### src/rtl/apu_len_pkg.sv
// Shared APU length-counter definitions: the 32-entry length table and its lookup.
// Also used by the DMC and frame-counter blocks.
package apu_len_pkg;

  localparam int LEN_W = 8;

  localparam logic [LEN_W-1:0] LEN_TBL [0:31] = '{
    8'd10,  8'd254, 8'd20,  8'd2,  8'd40, 8'd4,  8'd80, 8'd6,
    8'd160, 8'd8,   8'd60,  8'd10, 8'd14, 8'd12, 8'd26, 8'd14,
    8'd12,  8'd16,  8'd24,  8'd18, 8'd48, 8'd20, 8'd96, 8'd22,
    8'd192, 8'd24,  8'd72,  8'd26, 8'd16, 8'd28, 8'd32, 8'd30
  };

  function automatic logic [LEN_W-1:0] len_lookup(input logic [4:0] idx);
    return LEN_TBL[idx];
  endfunction

endpackage

### src/rtl/apu_len_rom.sv
// Combinational 5->8 length-table decoder; every index code maps to a defined value.
module apu_len_rom
  import apu_len_pkg::*;
(
  input  logic [4:0]       idx,
  output logic [LEN_W-1:0] len
);

  assign len = len_lookup(idx);

endmodule

### src/rtl/apu_length_counter.sv
// Per-channel APU length counter: table load on register write, half-frame decrement,
// forced clear while the channel is disabled, and the channel-active flag.
module apu_length_counter
  import apu_len_pkg::*;
#(
  parameter int CNT_W    = 8,
  parameter int TBL_INIT = 0
) (
  input  logic             CLK,
  input  logic             RES,
  input  logic             LEN_WR,
  input  logic [4:0]       LEN_IDX,
  input  logic             HALT,
  input  logic             CH_EN,
  input  logic             HF_TICK,
  output logic [CNT_W-1:0] LEN_CNT,
  output logic             ACTIVE
);

  localparam logic [CNT_W-1:0] RST_VAL = (TBL_INIT != 0) ? CNT_W'(LEN_TBL[0]) : '0;

  logic [LEN_W-1:0] tbl_len;
  logic [CNT_W-1:0] cnt, cnt_nxt;
  logic             nz, dec;

  apu_len_rom u_rom (
    .idx (LEN_IDX),
    .len (tbl_len)
  );

  assign nz  = (cnt != '0);
  // A decrementing tick wins over a same-edge write (the write is lost, as on the 2A03);
  // zero never decrements, so there is no wrap.
  assign dec = HF_TICK & ~HALT & nz;

  always_comb begin
    cnt_nxt = cnt;
    if (!CH_EN)      cnt_nxt = '0;
    else if (dec)    cnt_nxt = cnt - 1'b1;
    else if (LEN_WR) cnt_nxt = CNT_W'(tbl_len);
  end

  always_ff @(posedge CLK) begin
    if (RES) cnt <= RST_VAL;
    else     cnt <= cnt_nxt;
  end

  assign LEN_CNT = cnt;
  assign ACTIVE  = nz;

endmodule

### config.mk
export PLATFORM = sky130hd
export DESIGN_NAME = apu_length_counter
export DESIGN_NICKNAME = d
export VERILOG_FILES = /design/src/rtl/apu_len_pkg.sv /design/src/rtl/apu_len_rom.sv /design/src/rtl/apu_length_counter.sv
export SDC_FILE = /design/constraint.sdc
export NUM_CORES = 1
export LEC_CHECK = 0
export ABC_AREA = 1
export BUFFER_PORTS_ARGS = -buffer_cell sky130_fd_sc_hd__buf_4
export CORE_MARGIN = 2
export CORE_UTILIZATION = 57
export CTS_CLUSTER_DIAMETER = 40
export CTS_CLUSTER_SIZE = 10
export DETAILED_ROUTE_END_ITERATION = 16
export GPL_TIMING_DRIVEN = 1
export PLACE_DENSITY = 0.83
export SLEW_MARGIN = 20
export SYNTH_ARGS = -nofsm -noshare
export SYNTH_HDL_FRONTEND = slang
export SYNTH_SLANG_ARGS = --single-unit
### constraint.sdc
create_clock -name CLK -period 4.2 [get_ports CLK]
set_input_delay 0.21 -clock CLK [delete_from_list [all_inputs] [get_ports CLK]]
set_output_delay 0.21 -clock CLK [all_outputs]
set_load 0.01 [all_outputs]
==> results.toml <==
[outcome]
outcome = "finished clean"

[clock_tree]
clock_sinks = 8
post-cts-setup-buffers = 0
post_cts_resized = 0
clock_pin_slew_worst_setup_and_hold_paths_ns = 0.06
clock_tree.htree_level_count = 1
ctsHoldBuffers = 0
clkLatencyLatePin_ns = 0.26
tritoncts.num_buffers = 3
clock_tree.root_cell = "sky130_fd_sc_hd__clkbuf_4"
max-clock-path-buffers = 2
tritoncts_clock_tree = "built"

[yosys]
post_synth_inst_count = 156
yosys_register_bits = 8
synth.net_count = 175
yosysSeqAreaShare_pct = 17.5
synth_edf_count = 0
postSynth.topFlopCell = "sky130_fd_sc_hd__dfxtp_1"
synthesis.yosys.warnings = 0
synth.avg_cell_area_um2 = 5.85
mappedNetlistArea_um2 = 913
asyncSetResetFlopFracSynth_pct = 0
yosysUniqueCellTypes = 25

[floorplanning]
die_height_um = 44.0
num_rows = 14
initial_utilization_pct = 60.6
die_area_um2 = 1940
floorplan.die.width_um = 44.0
boundaryPins = 20
core_footprint_um2 = 1510

[grt]
globalRouteOverflowTotal = 0
grt_pass1_vias = 871
grt_start_max_net_pins = 13
grt_util_all_layers_pct = 23.3
grt_first_pass_wirelength_mm = 3.43
antenna_found_initial = 0

[timing]
finalHoldViolCount = 0
drv_slew = 0
final.min_clock_period_ns = 1.49
fin_crit_sh_pct = 35.6
setup_total_negative_slack_ns = 0
achievable-frequency_ghz = 0.669
rsz0062_at_grt = "no"
clock_skew_ns = 0.00843
slew_headroom_pct = 74.5
setup_viol = 0
worst_pin_slew_ns = 0.381

[detailed_routing]
postRouteAntennaNets = 0
post_drt_wl_per_cell_um = 10.7
drc = 0
drt-pass1-iter-count = 4
vias_per_cell = 5.35
route.final.wire_length_mm = 2.05
detailedRoute.firstIterationViolations = 25
route.vias.total = 1021

[cells_and_area]
area_overhead_vs_synth_pct = 17.9
fin_cells = 191
largest_register_ffs = 8
total_nets_final = 196
final_layout_size_suffix_gt1_share_pct = 18.3
insertedDiodeCount = 0

[power]
power_density_nw_per_um2 = 233
power_leakage_nw = 0.566
vdd_drop_max_v = 0.000187

[critical_path]
worst-path-stages = 6
timing.critical_path.from_type = "flop"
cp.buffers_inverters = 3
crit_chain = "inv_1, ha_1, nand2_1, nor2_4, inv_2, buf_4"
timing_worst_setup_path_type = "flop to primary output"
crit_fanout = 4
critical_path.endpoint_type = "primary output"
crit_family = "flip-flops"
timing.critical_path.required_ns = 3.99
critical_path.max_stage_delay_ns = 0.33
critPathSlowestCell = "sky130_fd_sc_hd__dfxtp_1"
r2r.worst_path.cells = 8
critical_path_arrival_ns = 1.28

[placed_design]
place_inst = 188
globalplace.congestion = 0.940
numPortBuffers = 19
hpwl_reported_at_the_end_of_detailed_placement_mm = 1.64

[hold_path]
worst_hold_path.num_cells = 4
timing.hold.worst.class = "primary input to flop"

[run]
max-cap-violations = 0
==> tightest hold or removal path, cell delays in order <==
cell and delay [ns]:
sky130_fd_sc_hd__buf_4 0.08, sky130_fd_sc_hd__nor2_1 0.09, sky130_fd_sc_hd__o21ai_0 0.09, sky130_fd_sc_hd__a21oi_1 0.04
==> synthesized netlist by cell type (2+ instances only) <==
cell type                 instances  share of area, %
sky130_fd_sc_hd__nor2_1          23               9.5
sky130_fd_sc_hd__o21ai_0         14               7.7
sky130_fd_sc_hd__nand2_4          2               2.5
sky130_fd_sc_hd__ha_1             8                11
sky130_fd_sc_hd__dfxtp_1          8                18
sky130_fd_sc_hd__nand2_2          2               1.4
sky130_fd_sc_hd__nand2_1         37                15
sky130_fd_sc_hd__nand3_1         10               5.5
sky130_fd_sc_hd__nand4_1          4               2.7
sky130_fd_sc_hd__a21oi_1         10               5.5
sky130_fd_sc_hd__buf_2            2               1.1
sky130_fd_sc_hd__inv_1           21               8.6
sky130_fd_sc_hd__nor2_2           3               2.1
==> cells in the final DEF (no fill, tap or decap), drive strengths merged <==
| cell type | synthesis | routed |
|---|---|---|
| nand4 | 4 | 4 |
| nand3 | 10 | 10 |
| ha | 8 | 8 |
| nand2 | 41 | 41 |
| buf | 3 | 19 |
| or2 | 1 | 1 |
| clkbuf | 0 | 3 |
| a21oi | 10 | 10 |
| o211ai | 1 | 1 |
| o21ai | 15 | 15 |
| nand3b | 1 | 1 |
| xnor2 | 1 | 1 |
| o21a | 1 | 1 |
| dfxtp | 8 | 8 |
| xor2 | 1 | 1 |
| nor3 | 1 | 1 |
| nor2 | 27 | 27 |
| inv | 22 | 22 |
| a21boi | 1 | 1 |
==> worst paths after layout <==
path | to | slack [ns] | start
min | LEN_CNT[0] | 0.30 | RES
max | ACTIVE | 2.71 | LEN_CNT[0]
min reg2reg | LEN_CNT[0] | 0.48 | LEN_CNT[0]
max reg2reg | LEN_CNT[5] | 2.73 | LEN_CNT[0]
==> kinds of logic (layout without fill, tap and decap cells) <==
kind of cell | count (synthesis) | count (layout) | synth area share, %
AND/OR/NAND/NOR | 85 | 85 | 42.1
AO/OA/AOI/OAI | 28 | 28 | 16.2
adder cells (fa/ha/maj) | 8 | 8 | 11.0
XOR/XNOR | 2 | 2 | 1.92
buffers and inverters | 25 | 44 | 11.4
flip-flops | 8 | 8 | 17.5
==> through the flow <==
stage                     hold WS (ns)  area, um2  setup WS [ns]  power (W)  util [%]
final                            0.298       1080           2.71   0.000251      71.5
after global routing             0.322       1080           2.55   0.000270      71.5
after CTS                        0.299       1080           2.70   0.000252      71.5
after detailed placement         0.470       1050           2.75   0.000192      70.0
after global placement           0.461       1050           2.76   0.000191      70.0
after floorplan                  0.418        913           2.72   0.000162         -
==> area by class of cell <==
cell class / instances / area (um2)
Fill cell: 135 / 429
Tap cell: 16 / 20.0
Timing Repair Buffer: 19 / 143
Clock buffer: 3 / 22.5
Multi-Input combinational cell: 123 / 649
Sequential cell: 8 / 160
Inverter: 22 / 82.6
==> report_power, final <==
group	switching (W)	total [W]	leakage [nW]	internal [W]
registers	0.00000581	0.0000858	0.0652	0.0000800
clock network	0.0000277	0.0000606	0.0138	0.0000328
logic	0.0000619	0.000105	0.487	0.0000432
==> layer usage <==
| layer | part of all wire, % | vias up | GRT usage [%] |
|---|---|---|---|
| li1 | - | 537 | - |
| met1 | 48 | 453 | 31.6 |
| met2 | 45 | 31 | 36.8 |
| met3 | 6.3 | 0 | 7.35 |
| met4 | 0 | 0 | 4.24 |
| met5 | 0 | - | 0 |
Note: power is estimated with default switching activity, not from simulation.
